[src/rtl/spi_frame_master_pkg.sv]
// Shared SPI link definitions: FSM state encoding, frame geometry and the command read flag.
// Imported by the frame master and by the SPI-to-Wishbone slave controller.
package spi_defs;

    typedef enum logic [1:0] {
        StIdle  = 2'd0,
        StSetup = 2'd1,
        StShift = 2'd2,
        StGap   = 2'd3
    } spi_state_e;

    localparam int unsigned SPI_CTL_SIZE_DEF = 8;
    localparam int unsigned WB_ADR_SIZE_DEF  = 8;
    localparam int unsigned WB_DAT_SIZE_DEF  = 8;
    localparam int unsigned SPI_FRAME_W      = SPI_CTL_SIZE_DEF + WB_ADR_SIZE_DEF
                                               + WB_DAT_SIZE_DEF;

    // MSB of the command byte selects a read.
    localparam int unsigned SPI_RD_FLAG_BIT = SPI_CTL_SIZE_DEF - 1;

    function automatic logic spi_cmd_is_read(input logic [SPI_CTL_SIZE_DEF-1:0] cmd);
        return cmd[SPI_RD_FLAG_BIT];
    endfunction

endpackage

[src/rtl/spi_clk_div.sv]
// Free-running divider: o_tick is high for one cycle every CLK_DIV cycles, o_pre_tick the
// cycle before it. i_clear restarts the period so the first tick lands CLK_DIV cycles later.
module spi_clk_div #(
    parameter int unsigned CLK_DIV = 4
) (
    input  logic i_clk,
    input  logic i_rst_n,
    input  logic i_clear,
    output logic o_tick,
    output logic o_pre_tick
);

    localparam int unsigned CW = (CLK_DIV > 1) ? $clog2(CLK_DIV) : 1;
    localparam logic [CW-1:0] LAST = CW'(CLK_DIV - 1);

    logic [CW-1:0] r_cnt;

    always_ff @(posedge i_clk or negedge i_rst_n) begin
        if (!i_rst_n) begin
            r_cnt <= '0;
        end else if (i_clear || (r_cnt == LAST)) begin
            r_cnt <= '0;
        end else begin
            r_cnt <= r_cnt + 1'b1;
        end
    end

    assign o_tick = (r_cnt == LAST);

    if (CLK_DIV > 1) begin : g_pre
        assign o_pre_tick = (r_cnt == CW'(CLK_DIV - 2));
    end else begin : g_no_pre
        assign o_pre_tick = 1'b0;
    end

endmodule

[src/rtl/spi_frame_master.sv]
// SPI mode-0 master emitting one {cmd, adr, dat} frame per accepted request and returning
// the byte sampled on MISO during the data field.
module spi_frame_master
    import spi_defs::*;
#(
    parameter int unsigned CLK_DIV      = 4,
    parameter int unsigned SPI_CTL_SIZE = SPI_CTL_SIZE_DEF,
    parameter int unsigned WB_ADR_SIZE  = WB_ADR_SIZE_DEF,
    parameter int unsigned WB_DAT_SIZE  = WB_DAT_SIZE_DEF
) (
    input  logic                    wb_clk_i,
    input  logic                    wb_rst_ni,
    input  logic                    req_valid_i,
    output logic                    req_ready_o,
    input  logic [SPI_CTL_SIZE-1:0] req_cmd_i,
    input  logic [WB_ADR_SIZE-1:0]  req_adr_i,
    input  logic [WB_DAT_SIZE-1:0]  req_dat_i,
    output logic                    rsp_valid_o,
    output logic [WB_DAT_SIZE-1:0]  rsp_dat_o,
    output logic                    busy_o,
    output logic                    spi_sck_o,
    output logic                    spi_mosi_o,
    input  logic                    spi_miso_i,
    output logic                    spi_ss_o
);

    localparam int unsigned N  = SPI_CTL_SIZE + WB_ADR_SIZE + WB_DAT_SIZE;
    localparam int unsigned BW = $clog2(2 * N + 1);
    localparam logic [BW-1:0] LAST_EDGE = BW'(2 * N);

    spi_state_e             r_state;
    logic [N-1:0]           r_tx;
    logic [WB_DAT_SIZE-1:0] r_rx;
    logic [BW-1:0]          r_edge;
    logic                   r_sck;
    logic                   r_mosi;
    logic                   r_ss;
    logic                   r_ready;
    logic                   r_busy;
    logic                   r_rsp_valid;
    logic [WB_DAT_SIZE-1:0] r_rsp_dat;

    logic         w_accept;
    logic         w_tick;
    logic         w_pre_tick;
    logic [N-1:0] w_frame;

    assign w_frame  = {req_cmd_i, req_adr_i, req_dat_i};
    assign w_accept = req_valid_i && r_ready;

    spi_clk_div #(
        .CLK_DIV (CLK_DIV)
    ) u_clk_div (
        .i_clk      (wb_clk_i),
        .i_rst_n    (wb_rst_ni),
        .i_clear    (w_accept),
        .o_tick     (w_tick),
        .o_pre_tick (w_pre_tick)
    );

    // r_edge counts SCK transitions; 2N means the last low phase has started.
    always_ff @(posedge wb_clk_i or negedge wb_rst_ni) begin
        if (!wb_rst_ni) begin
            r_state     <= StIdle;
            r_tx        <= '0;
            r_rx        <= '0;
            r_edge      <= '0;
            r_sck       <= 1'b0;
            r_mosi      <= 1'b0;
            r_ss        <= 1'b1;
            r_ready     <= 1'b1;
            r_busy      <= 1'b0;
            r_rsp_valid <= 1'b0;
            r_rsp_dat   <= '0;
        end else begin
            r_rsp_valid <= 1'b0;
            if (w_accept) begin
                r_state <= StSetup;
                r_tx    <= w_frame;
                r_mosi  <= w_frame[N-1];
                r_ss    <= 1'b0;
                r_sck   <= 1'b0;
                r_edge  <= '0;
                r_ready <= 1'b0;
                r_busy  <= 1'b1;
            end else begin
                case (r_state)
                    StIdle: begin
                        r_sck <= 1'b0;
                        r_ss  <= 1'b1;
                    end
                    StSetup: begin
                        if (w_tick) begin
                            r_state <= StShift;
                            r_sck   <= 1'b1;
                            r_rx    <= {r_rx[WB_DAT_SIZE-2:0], spi_miso_i};
                            r_edge  <= r_edge + 1'b1;
                        end
                    end
                    StShift: begin
                        if (w_tick) begin
                            if (r_sck) begin
                                r_sck  <= 1'b0;
                                r_tx   <= {r_tx[N-2:0], 1'b0};
                                r_mosi <= r_tx[N-2];
                                r_edge <= r_edge + 1'b1;
                            end else if (r_edge == LAST_EDGE) begin
                                r_state     <= StGap;
                                r_ss        <= 1'b1;
                                r_rsp_valid <= 1'b1;
                                r_rsp_dat   <= r_rx;
                                // No pre-tick exists at CLK_DIV=1, so ready opens on entry.
                                if (CLK_DIV == 1) begin
                                    r_ready <= 1'b1;
                                    r_busy  <= 1'b0;
                                end
                            end else begin
                                r_sck  <= 1'b1;
                                r_rx   <= {r_rx[WB_DAT_SIZE-2:0], spi_miso_i};
                                r_edge <= r_edge + 1'b1;
                            end
                        end
                    end
                    StGap: begin
                        // Open ready one cycle early so the next accept lands on the GAP exit edge.
                        if (w_pre_tick) begin
                            r_ready <= 1'b1;
                            r_busy  <= 1'b0;
                        end
                        if (w_tick) begin
                            r_state <= StIdle;
                        end
                    end
                    default: r_state <= StIdle;
                endcase
            end
        end
    end

    assign req_ready_o = r_ready;
    assign busy_o      = r_busy;
    assign rsp_valid_o = r_rsp_valid;
    assign rsp_dat_o   = r_rsp_dat;
    assign spi_sck_o   = r_sck;
    assign spi_mosi_o  = r_mosi;
    assign spi_ss_o    = r_ss;

endmodule

[config.mk]
export PLATFORM = sky130hd
export DESIGN_NAME = spi_frame_master
export DESIGN_NICKNAME = d
export VERILOG_FILES = /design/src/rtl/spi_frame_master_pkg.sv /design/src/rtl/spi_clk_div.sv /design/src/rtl/spi_frame_master.sv
export SDC_FILE = /design/constraint.sdc
export NUM_CORES = 1
export LEC_CHECK = 0
export ABC_AREA = 1
export BUFFER_PORTS_ARGS = -buffer_cell sky130_fd_sc_hd__buf_2
export CAP_MARGIN = 30
export CORE_MARGIN = 2
export CORE_UTILIZATION = 35
export DETAILED_ROUTE_END_ITERATION = 8
export PLACE_DENSITY = 0.64
export SLEW_MARGIN = 40
export SYNTH_ARGS = -nofsm -noshare
export SYNTH_HDL_FRONTEND = slang
export SYNTH_HIERARCHICAL = 1
export SYNTH_SLANG_ARGS = --single-unit
[constraint.sdc]
create_clock -name wb_clk_i -period 2.7 [get_ports wb_clk_i]
set_input_delay 0.27 -clock wb_clk_i [delete_from_list [all_inputs] [get_ports wb_clk_i]]
set_output_delay 0.27 -clock wb_clk_i [all_outputs]
set_load 0.01 [all_outputs]
==> impl_metrics.tcl <==
set metrics [dict create \
    status "finished, final reports clean" \
    die_x_um 91.69 \
    seqCellArea_um2 1379 \
    startpoint_type "flip-flop" \
    end_kind "flip-flop" \
    post-route-drc-count 0 \
    hpwl_um 3622 \
    grt_max_degree 56 \
    port_buffers 41 \
    setup.worst_path.start "r_state[0]$_DFFE_PN0P_" \
    wl_met2_um 2394 \
    place.gp.congestion 0.7847 \
    ios 42 \
    fp.dieH_um 91.69 \
    cts-buffers-inserted 5 \
    cts.sinks 55 \
    whs_ns 0.06777 \
    cts_tree "built" \
    antennaDiodeCount 0 \
    regToRegSetupSlack_ns 0.93 \
    crit_required_ns 2.93 \
    pre_cts_slack_ns 0.9441 \
    syn_avg_cell_area_um2 8.205 \
    finalCriticalPeriod_ns 1.770 \
    mostFrequentLayoutCells "nand2_1 (114), dfrtp_1 (53), buf_2 (41)" \
    fin_tns_setup_ns 0 \
    clk_latency_ns 0.31 \
    grt_use_total 0.1318 \
    ys_seq_elements 55 \
    multi_input_area_um2 1149 \
    yosys.cell_types.count 26 \
    die_area_um2 8407 \
    final_net_count 406 \
    reg2reg_to "r_tx[7]$_DFFE_PN0P_" \
    placementRows 31 \
    synthCells 328 \
    fin_ws_ns 0.9302 \
    rr_worst_depth 7 \
    syn_nets 365 \
    min_path_type "input port to asynchronous set/reset pin" \
    syn2layout_area_growth_pct 14.92 \
    drive_gt1_frac 0.1892 \
    finalCritPeriodShare 0.6555 \
    path_clk_slew_ns 0.10 \
    final_cell_area_um2 3093 \
    viasPerCell 4.642 \
    tightest_slew_ns 0.6836 \
    final_common_cell "nand2_1" \
    max-clock-path-buffers 2 \
    grt_pass1_wl_um 9108 \
    yosysWarningCount 6 \
    crit_type "flip-flop to flip-flop" \
    grt_pass1_vias 2043 \
    first_pass_iters 4 \
    leakagePower_nw 1.598 \
    placed_area_um2 3004 \
    wl_met1_um 2482 \
    maxSlewHeadroom 0.5443 \
    synth_top_area_cell "dfrtp_1" \
    cts_resized 0 \
    setup_viol 0 \
    ys_seq_area_frac 0.5123 \
    drv_slew 0 \
    fill_cells 760 \
    drtIter0Drc 141 \
    antenna_found_initial 0 \
    yosysTopAreaCellShare 0.4928 \
    root_buffer "clkbuf_8" \
    max_freq_mhz 565.0 \
    ant_nets 0 \
    rr_startpoint "r_state[0]$_DFFE_PN0P_" \
    arrival_ns 2.00 \
    top_layer "met4" \
    synth.cell_area_um2 2691 \
    cp_max_fo 47 \
    vdd_drop_max_uv 260.7 \
    finalHoldViolCount 0 \
    clock_skew_ns 0.006690 \
    wirelength_um 5170 \
    cap_viol_max_count 0 \
    vias 2177 \
    gr-total-overflow 0 \
    post_cts_buffers 0 \
    wl_met3_um 235 \
    wl_per_cell_um 11.02 \
    floorplan.initialDensity 0.3671 \
    synthTopCellsByArea "dfrtp_1 (49%), nand2_1 (16%), a31oi_1 (5.3%), nand3_1 (4.8%), nor2_1 (4.6%)" \
    cts_hold_buf 0 \
    rsz0062_at_grt "false" \
    core_area_um2 7331 \
    power_density_nw_per_um2 427.0 \
    htreeDepth 2 \
]
-- critical path, stage by stage, from the launching register on --
cell and delay, ns:
dfrtp_1 0.44, inv_1 0.10, ha_1 0.30, nand2_2 0.10
o21ai_2 0.12, buf_4 0.38, nor2_1 0.07, a31oi_1 0.16
-- registers in the layout, summed over array words and instances, names as in the netlist --
| name | count |
|---|---|
| r_state | 2 |
| r_edge | 6 |
| rsp_valid_o | 1 |
| spi_mosi_o | 1 |
| busy_o | 1 |
| rsp_dat_o | 8 |
| r_tx | 23 |
| spi_sck_o | 1 |
| r_rx | 8 |
| spi_ss_o | 1 |
| req_ready_o | 1 |
| u_clk_div/r_cnt | 2 |
-- power by group --
group	total, mW	switching [mW]	internal, mW
registers	0.831	0.00368	0.828
logic	0.0386	0.0225	0.0161
clock network	0.451	0.269	0.181
total	1.32	0.296	1.02
-- synthesized netlist by cell type (all sizes together) --
cell type / number
a31oi: 23
nor3: 2
nor2: 39
o21ai: 7
o21bai: 1
a21oi: 5
nand3b: 1
nand4: 3
nand3: 26
buf: 10
inv: 26
nand2: 118
o22ai: 1
clkbuf: 2
dfstp: 2
ha: 9
dfrtp: 53
-- final cells by class --
class / instances / share of cell area
multi-input cells: 235 / 0.3714
clock buffers: 5 / 0.02225
flip-flops and latches: 55 / 0.4458
repair buffers: 46 / 0.08252
well taps: 99 / 0.04005
clock inverters: 3 / 0.006472
inverters: 26 / 0.03155
-- metrics by stage --
stage               utilization  total power, mW  instances
floorplan                     -           0.8501        328
global placement         0.4098           0.8876        461
detailed placement       0.4098           0.8885        461
CTS                      0.4219            1.343        469
global route             0.4219            1.376        469
finish                   0.4219            1.321        469
-- how the worst max path moves through the flow --
stage / end / slack, ns
2_1_floorplan: r_rx[4]$_DFFE_PN0P_ / 1.15
3_3_place_gp: r_rx[4]$_DFFE_PN0P_ / 1.0
3_5_place_dp: r_tx[7]$_DFFE_PN0P_ / 0.94
4_1_cts: r_tx[7]$_DFFE_PN0P_ / 0.92
5_1_grt: r_rx[4]$_DFFE_PN0P_ / 0.72
6_report: r_tx[7]$_DFFE_PN0P_ / 0.93
-- layer usage --
metal / track usage / up-vias
li1: - / 1134
met1: 0.1669 / 997
met2: 0.2237 / 39
met3: 0.03205 / 7
met4: 0.03980 / 0
met5: 0 / -
-- cell families (layout without fill, tap and decap cells) --
group | Yosys count | in the layout | synth area share
AOI/OAI and AO/OA | 37 | 37 | 0.08368
and+or+nand+nor | 189 | 189 | 0.3013
buffers and inverters | 38 | 80 | 0.06090
DFF | 55 | 55 | 0.5123
adders and majority gates | 9 | 9 | 0.04184
Note: power is estimated with default switching activity, not from simulation.
